### config.mk
export PLATFORM = sky130hd
export DESIGN_NAME = sample_framer_flat
export DESIGN_NICKNAME = d
export VERILOG_FILES = /design/src/rtl/sample_framer_pkg.sv /design/src/rtl/sample_framer_if.sv /design/src/rtl/sample_framer_shift.sv /design/src/rtl/sample_framer.sv /design/src/flat_wrapper.sv
export SDC_FILE = /design/constraint.sdc
export NUM_CORES = 1
export LEC_CHECK = 0
export ABC_AREA = 1
export BUFFER_PORTS_ARGS = -buffer_cell sky130_fd_sc_hd__buf_2
export CORE_ASPECT_RATIO = 0.75
export CORE_UTILIZATION = 30
export DETAILED_ROUTE_END_ITERATION = 8
export HOLD_SLACK_MARGIN = 0.1
export PLACE_DENSITY_LB_ADDON = 0.05
export SLEW_MARGIN = 15
export SYNTH_ARGS = -nofsm -noshare
export SYNTH_HDL_FRONTEND = slang
export SYNTH_SLANG_ARGS = --single-unit
### constraint.sdc
create_clock -name clk -period 5.05 [get_ports clk]
set_input_delay 0.2525 -clock clk [delete_from_list [all_inputs] [get_ports clk]]
set_output_delay 0.2525 -clock clk [all_outputs]
set_load 0.01 [all_outputs]
### src/rtl/sample_framer_pkg.sv
// Shared constants and parameter checks for the transform front-end blocks.
// Imported by the framer and its testbench.
package sample_framer_pkg;

  localparam int FCNT_W = 16;

  function automatic bit params_ok(int n, int hop);
    return (n >= 2) && (n <= 64) && (hop >= 1) && (hop <= n);
  endfunction

endpackage

### src/rtl/sample_framer_if.sv
// Sample-in / frame-out handshake bundle for sample_framer.
// The framer itself sits on the slave side.
interface sample_framer_if #(
  parameter int DATA_W = 32,
  parameter int N      = 8
);

  logic                  in_valid;
  logic [DATA_W-1:0]     in_data;
  logic                  in_ready;
  logic                  out_valid;
  logic                  out_ready;
  logic [N*DATA_W-1:0]   out_frame;

  modport master (
    output in_valid,
    output in_data,
    output out_ready,
    input  in_ready,
    input  out_valid,
    input  out_frame
  );

  modport slave (
    input  in_valid,
    input  in_data,
    input  out_ready,
    output in_ready,
    output out_valid,
    output out_frame
  );

endinterface

### src/rtl/sample_framer_shift.sv
// Sample window: slot 0 holds the newest sample.
// The post-shift view is exported so a frame can capture it on the accept edge.
module sample_shift_reg #(
  parameter int DATA_W = 32,
  parameter int N      = 8
) (
  input  logic                clk,
  input  logic                rst,
  input  logic                en,
  input  logic [DATA_W-1:0]   din,
  output logic [N*DATA_W-1:0] shifted
);

  logic [N*DATA_W-1:0] win;

  assign shifted = {win[(N-1)*DATA_W-1:0], din};

  always_ff @(posedge clk) begin
    if (rst) begin
      win <= '0;
    end else if (en) begin
      win <= shifted;
    end
  end

endmodule

### src/rtl/sample_framer.sv
// Sliding/blocked sample framer: collects N samples, emits a frame every HOP accepts.
// A pending frame stalls only the accept that would overwrite it.
module sample_framer
  import sample_framer_pkg::*;
#(
  parameter int DATA_W = 32,
  parameter int N      = 8,
  parameter int HOP    = 8
) (
  input  logic              clk,
  input  logic              rst,
  sample_framer_if.slave    bus,
  output logic [FCNT_W-1:0] frame_cnt
);

  if (!params_ok(N, HOP)) begin : g_bad_params
    $error("sample_framer: N must be 2..64 and HOP 1..N");
  end

  localparam int FILL_W = $clog2(N + 1);
  localparam int HOP_W  = (HOP > 1) ? $clog2(HOP) : 1;

  logic [FILL_W-1:0]   fill;
  logic [HOP_W-1:0]    hop;
  logic                full;
  logic                completes;
  logic                accept;
  logic                load;
  logic                out_valid_q;
  logic [N*DATA_W-1:0] frame_q;
  logic [N*DATA_W-1:0] shifted;

  assign full      = (fill == FILL_W'(N));
  assign completes = full ? (hop == HOP_W'(HOP - 1))
                          : (fill == FILL_W'(N - 1));

  // Only the completing accept must wait for the downstream consumer.
  assign bus.in_ready = !(out_valid_q && !bus.out_ready && completes);

  assign accept = bus.in_valid && bus.in_ready;
  assign load   = accept && completes;

  assign bus.out_valid = out_valid_q;
  assign bus.out_frame = frame_q;

  sample_shift_reg #(
    .DATA_W (DATA_W),
    .N      (N)
  ) u_win (
    .clk     (clk),
    .rst     (rst),
    .en      (accept),
    .din     (bus.in_data),
    .shifted (shifted)
  );

  always_ff @(posedge clk) begin
    if (rst) begin
      fill <= '0;
      hop  <= '0;
    end else if (accept) begin
      if (!full) begin
        fill <= fill + FILL_W'(1);
      end else if (hop == HOP_W'(HOP - 1)) begin
        hop <= '0;
      end else begin
        hop <= hop + HOP_W'(1);
      end
    end
  end

  always_ff @(posedge clk) begin
    if (rst) begin
      out_valid_q <= 1'b0;
      frame_q     <= '0;
      frame_cnt   <= '0;
    end else if (load) begin
      out_valid_q <= 1'b1;
      frame_q     <= shifted;
      frame_cnt   <= frame_cnt + FCNT_W'(1);
    end else if (bus.out_ready) begin
      out_valid_q <= 1'b0;
    end
  end

endmodule
### src/flat_wrapper.sv
// flat-port wrapper written by rule: the top's interface ports become plain ports
module sample_framer_flat import sample_framer_pkg::*;
#(
  parameter int DATA_W = 32,
  parameter int N      = 8,
  parameter int HOP    = 8
)
  (clk, rst, frame_cnt, bus_in_valid, bus_in_data, bus_out_ready, bus_in_ready, bus_out_valid, bus_out_frame);
  sample_framer_if #(.DATA_W(DATA_W), .N(N)) bus_i ();
  input  logic clk;
  input  logic rst;
  output logic [FCNT_W-1:0] frame_cnt;
  input wire logic [$bits(bus_i.in_valid)-1:0] bus_in_valid;
  input wire logic [$bits(bus_i.in_data)-1:0] bus_in_data;
  input wire logic [$bits(bus_i.out_ready)-1:0] bus_out_ready;
  output wire logic [$bits(bus_i.in_ready)-1:0] bus_in_ready;
  output wire logic [$bits(bus_i.out_valid)-1:0] bus_out_valid;
  output wire logic [$bits(bus_i.out_frame)-1:0] bus_out_frame;
  assign bus_i.in_valid = bus_in_valid;
  assign bus_i.in_data = bus_in_data;
  assign bus_i.out_ready = bus_out_ready;
  assign bus_in_ready = bus_i.in_ready;
  assign bus_out_valid = bus_i.out_valid;
  assign bus_out_frame = bus_i.out_frame;
  sample_framer #(.DATA_W(DATA_W), .N(N), .HOP(HOP)) u_core (.clk(clk), .rst(rst), .bus(bus_i), .frame_cnt(frame_cnt));
endmodule
# Word level (Yosys, flattened, before mapping)
# Index checks and enable logic that the tools add are counted.
# totals
register_bits	504
out_inout_bits	274
# classes
addsub	3
eq_ne	3
n_mux	4
bitwise_logic	1
n_reduce_logical	9
# op_table
op	n
adder 16 x 1 -> 16 bit (second input constant)	1
adder 4 x 1 -> 4 bit (second input constant)	1
== test 4 x 3 -> 1 bit (second input constant)	1
== test 4 bit (second input constant)	1
logical AND 1 bit	4
AND reduction 2 bit	2
adder 3 x 1 -> 3 bit (second input constant)	1
== test 3 bit (second input constant)	1
2-to-1 mux 1 bit	3
2-to-1 mux 3 bit	1
logical NOT 1 bit	2
nonzero test 2 bit	1
NOT 1 bit	1

# Logic depth before layout (Yosys ltp)
# logic_depth
ltp_word	7
mapped_depth	11
ltp_nobuf	9

# By module
# A second synthesis with hierarchy kept.
# hier_totals
hier_cells	2760
hier_area_um2	19576.3
# by_module_without_submodules
mod	n_inst	cells_each	area_each_um2	seq_area_each_um2
sample_framer	1	1309	10057.1	5605.4
sample_shift_reg	1	1451	9519.1	4484.3

# Worst setup path after synthesis
# OpenSTA, ideal clock, no wires.
# synth_path
kind	register to register
start	register u_core.hop[0]
end	register u_core.u_win.win[100]
t_arrival_ns	1.470
t_required_ns	4.918
slack_ns	3.447
stages_incl_launch_ff	11
period_less_slack_ns	1.603
path_cell_list	dfxtp_1 -> ha_1 -> ha_1 -> nand4_1 -> nand2_1 -> nand2_2 -> nand2_2 -> buf_4 -> buf_4 -> nand2_1 -> a21oi_1
# synth_between
elab_chain_len	5
# synth_lines
item	line	text
start, declared	sample_framer.sv:24	logic [HOP_W-1:0] hop;
start signal, assigned	sample_framer.sv:67	hop <= hop + HOP_W'(1);
== test 3 bit	sample_framer.sv:34	assign completes = full ? (hop == HOP_W'(HOP - 1))
2-to-1 mux 1 bit	sample_framer.sv:34	
logical AND 1 bit	sample_framer.sv:38	assign bus.in_ready = !(out_valid_q && !bus.out_ready && completes);
logical NOT 1 bit	sample_framer.sv:38	
logical AND 1 bit	sample_framer.sv:40	assign accept = bus.in_valid && bus.in_ready;
end signal, assigned	sample_framer_shift.sv:22	win <= shifted;
end, declared	sample_framer_shift.sv:14	logic [N*DATA_W-1:0] win;
# Every way passes these cells.
# A chain may end at the register's enable or synchronous reset.

# Worst setup path in the final report
# layout_path
start	register u_core.hop[0]
end	register u_core.frame_q[181], in the netlist u_core.bus.out_frame[181]
# layout_between
elab_chain_len	6
# layout_lines
item	line	text
== test 3 bit (*)	sample_framer.sv:34	
2-to-1 mux 1 bit (*)	sample_framer.sv:34	
logical AND 1 bit	sample_framer.sv:38	
logical NOT 1 bit	sample_framer.sv:38	
logical AND 1 bit	sample_framer.sv:40	
logical AND 1 bit (*)	sample_framer.sv:41	assign load = accept && completes;
end signal, assigned	sample_framer.sv:79	frame_q <= shifted;
end, declared	sample_framer.sv:30	logic [N*DATA_W-1:0] frame_q;
# Mark *: on every way between the ends. The rest lies on a longest branch, timed or not.

==> reports/qor.yml <==
global_routing:
  grt_pass1_wl_um: 93800
  gr-usage-all-layers_pct: 19.5
  grt_start_max_net_pins: 221
  antenna_violations_before_repair: 0
  via_count_of_the_first_global_routing_pass: 15300
  grt_remaining_overflow: 0
clock_tree:
  cts-root-buf: "clkbuf_16"
  numClockSinks: 504
  clock_insertion_delay_worst_skew_ns: 0.61
  max-clock-path-buffers: 3
  postCtsSetupRepairBufs: 0
  clock_tree.htree_level_count: 2
  cts-buffers-inserted: 54
  tritoncts_clock_tree: "built"
  clk_transition_reported_paths_ns: 0.06
detailed_routing:
  drt_pre_antenna_iters: 5
  routed_wl_um: 61400
  antenna_violating_nets_left: 0
  drc_errors: 0
  wire_per_inst_um: 18.3
  vias: 16100
  initialDrtViolationCount: 1151
  via_per_inst: 4.81
pwr:
  internal_mw: 6.54
  combinationalPowerShare_pct: 2.8
  vdd_drop_max_mv: 0.220
  power.static_leakage_nw: 8.16
  pwr-share-clk_pct: 49.1
  total_switching_power_mw: 1.86
  netSwitchingFraction_pct: 22.1
  finalPower_mw: 8.40
  power_frac_seq_pct: 48.1
  power.density_cell_area_nw_per_um2: 380
sta:
  report.final.hold_viol_count: 0
  worstMarginPinSlew_ns: 1.01
  totalNegativeSetupSlack_ns: 0
  final_max_slew_viol_count: 0
  timing.final.crit_share_pct: 67.2
  finalSetupViolCount: 0
  fmax_mhz: 295
  rsz0062_at_grt: "no"
  worst_slew_margin_rel_pct: 32.4
  period_minus_slack_ns: 3.39
  final_clock_skew_ns: 0.0330
job:
  max_cap_viol_count: 0
placed_design:
  dp.cells: 3222
  dp_hpwl_um: 38300
  numPortBuffers: 309
  globalplace.congestion: 0.783
synthesis:
  synth-async-reset-ratio_pct: 0
  dominantRegCellSynth: "dfxtp_1"
  post-synth-top-area-fraction_pct: 55.8
  number_of_enable_flip_flop_cells_after_synthesis: 0
  syn_area_per_cell_um2: 7.87
  yosys_warnings: 0
  syn_nets: 2339
  ys_top_cells_by_count: "795 x nand2_1, 504 x dfxtp_1, 499 x a21oi_1"
  netlist-cell-type-count: 20
  synthDominantAreaCellType: "dfxtp_1"
  synth_sequential_area_ratio_pct: 55.8
  post_synth_inst_count: 2298
  mappedNetlistArea_um2: 18100
  yosys.cell_count.top_type: "nand2_1"
  post_synthesis_register_bit_count: 504
  synth_top_area_cells: "dfxtp_1 56%, nand2_1 16%, a21oi_1 14%"
floorplan:
  floorplan.initialDensity_pct: 30.5
  placement_rows: 77
  core_outline_area_um2: 59300
  die_x_um: 286
  die_height_um: 215
  fp.dieArea_um2: 61300
  io_pins: 310
final_layout:
  fin_nets: 2563
  fin_cells: 3354
  layout-area-overhead-vs-synth_pct: 22.2
  drive_above_1_share_pct: 16.1
  diodes: 0
worst_hold_path:
  min_path_type: "in -> reg"
setup_path:
  critical_path.endpoint_type: "flop"
  required_ns: 5.57
  cp_max_fo: 126
  critPathLaunchType: "flop"
  worst_ep_arrival_time_ns: 3.91
  path_class: "reg -> reg"
  setup.reg_to_reg.worst_slack_ns: 1.66
status:
  status: "completed"
[power by group through the flow]
stage	Clock, mW	Sequential (mW)	Combinational [mW]
2_1_floorplan	0	4.11	0.152
3_3_place_gp	0	4.13	0.217
3_5_place_dp	0	4.13	0.218
4_1_cts	4.25	4.04	0.239
5_1_grt	4.43	4.04	0.261
6_report	4.12	4.04	0.236
[kinds of logic (layout without fill, tap and decap cells)]
family / count (synthesis) / in the layout / share of synthesized area, %
and+or+nand+nor: 1080 / 1080 / 24.3
buffers and inverters: 203 / 469 / 5.45
AOI/OAI and AO/OA: 500 / 500 / 13.8
adders and majority gates: 5 / 5 / 0.346
xor gates and xnor gates: 6 / 6 / 0.291
DFF: 504 / 504 / 55.8
[layer usage]
metal / part of all wire [%] / up-vias / wire length [um] / global-route usage [%]
met2: 44 / 318 / 27100 / 29.3
met4: 2.0 / 0 / 1250 / 5.24
met3: 4.1 / 73 / 2500 / 3.02
li1: - / 8029 / - / -
met1: 50 / 7697 / 30500 / 28.7
met5: 0 / - / 0 / 0
[flip-flops by register name (all words and copies together), names as in the netlist]
signal	count
u_core.bus.out_frame	256
u_core.bus.out_valid	1
u_core.fill	4
u_core.frame_cnt	16
u_core.hop	3
u_core.u_win.win	224
[stage by stage]
| stage | utilization, % | setup WS, ns | hold slack, ns | area, um^2 |
|---|---|---|---|---|
| after floorplan | - | 3.45 | 0.396 | 18100 |
| after global placement | 33.6 | 1.61 | 0.450 | 19900 |
| after detailed placement | 33.6 | 1.56 | 0.454 | 19900 |
| after CTS | 37.3 | 1.56 | 0.121 | 22100 |
| after global routing | 37.3 | 1.29 | 0.160 | 22100 |
| final | 37.3 | 1.66 | 0.144 | 22100 |
[cell type report]
type / count / area, um^2
Fill cell: 6241 / 37100
Sequential cell: 504 / 10100
Multi-Input combinational cell: 1591 / 7050
Timing Repair Buffer: 357 / 2080
Clock buffer: 83 / 1630
Tap cell: 790 / 988
Clock inverter: 15 / 211
Inverter: 14 / 60.1
[cell usage in the layout, fill, tap and decap left out]
cell	n
buf_16	1
inv_8	1
xor2_1	5
or2_1	1
buf_2	307
buf_4	10
clkbuf_16	55
ha_1	5
dfxtp_1	504
nand2_8	2
inv_1	13
clkinv_4	1
clkbuf_1	13
nand2_1	795
xnor2_1	1
buf_12	4
a21oi_1	499
bufinv_16	5
inv_6	2
nor3_1	3
nor2_1	29
o21ai_0	1
nand4_1	10
nand3_1	239
dlygate4sd3_1	33
nand3_4	1
clkinv_2	7
clkbuf_8	16
buf_8	1
[worst max-delay path: stages, from the launching register on]
cell     delay, ns
dfxtp_1       0.36
ha_1          0.16
ha_1          0.16
nand4_1       0.09
nand2_1       0.23
nand3_4       0.58
inv_8         0.82
buf_4         0.52
nand2_1       0.10
a21oi_1       0.16
[timing repair]
action                                  4_1_cts  5_1_grt
hold buffers                                 33        0
endpoints found under the setup margin        0        0
gates resized for setup                       0        0
endpoints found under the hold margin        69        0
[final timing paths]
kind	startpoint	endpoint	cells after the start
max reg2reg	u_core.hop[0]$_SDFFE_PP0P_	u_core.bus.out_frame[181]$_SDFFE_PP0P_	9
max	u_core.hop[0]$_SDFFE_PP0P_	u_core.bus.out_frame[181]$_SDFFE_PP0P_	9
min reg2reg	u_core.u_win.win[218]$_SDFFE_PP0N_	u_core.bus.out_frame[250]$_SDFFE_PP0P_	2
min	bus_out_ready	u_core.bus.out_valid$_SDFFE_PP0P_	4
Note: power is estimated with default switching activity, not from simulation.
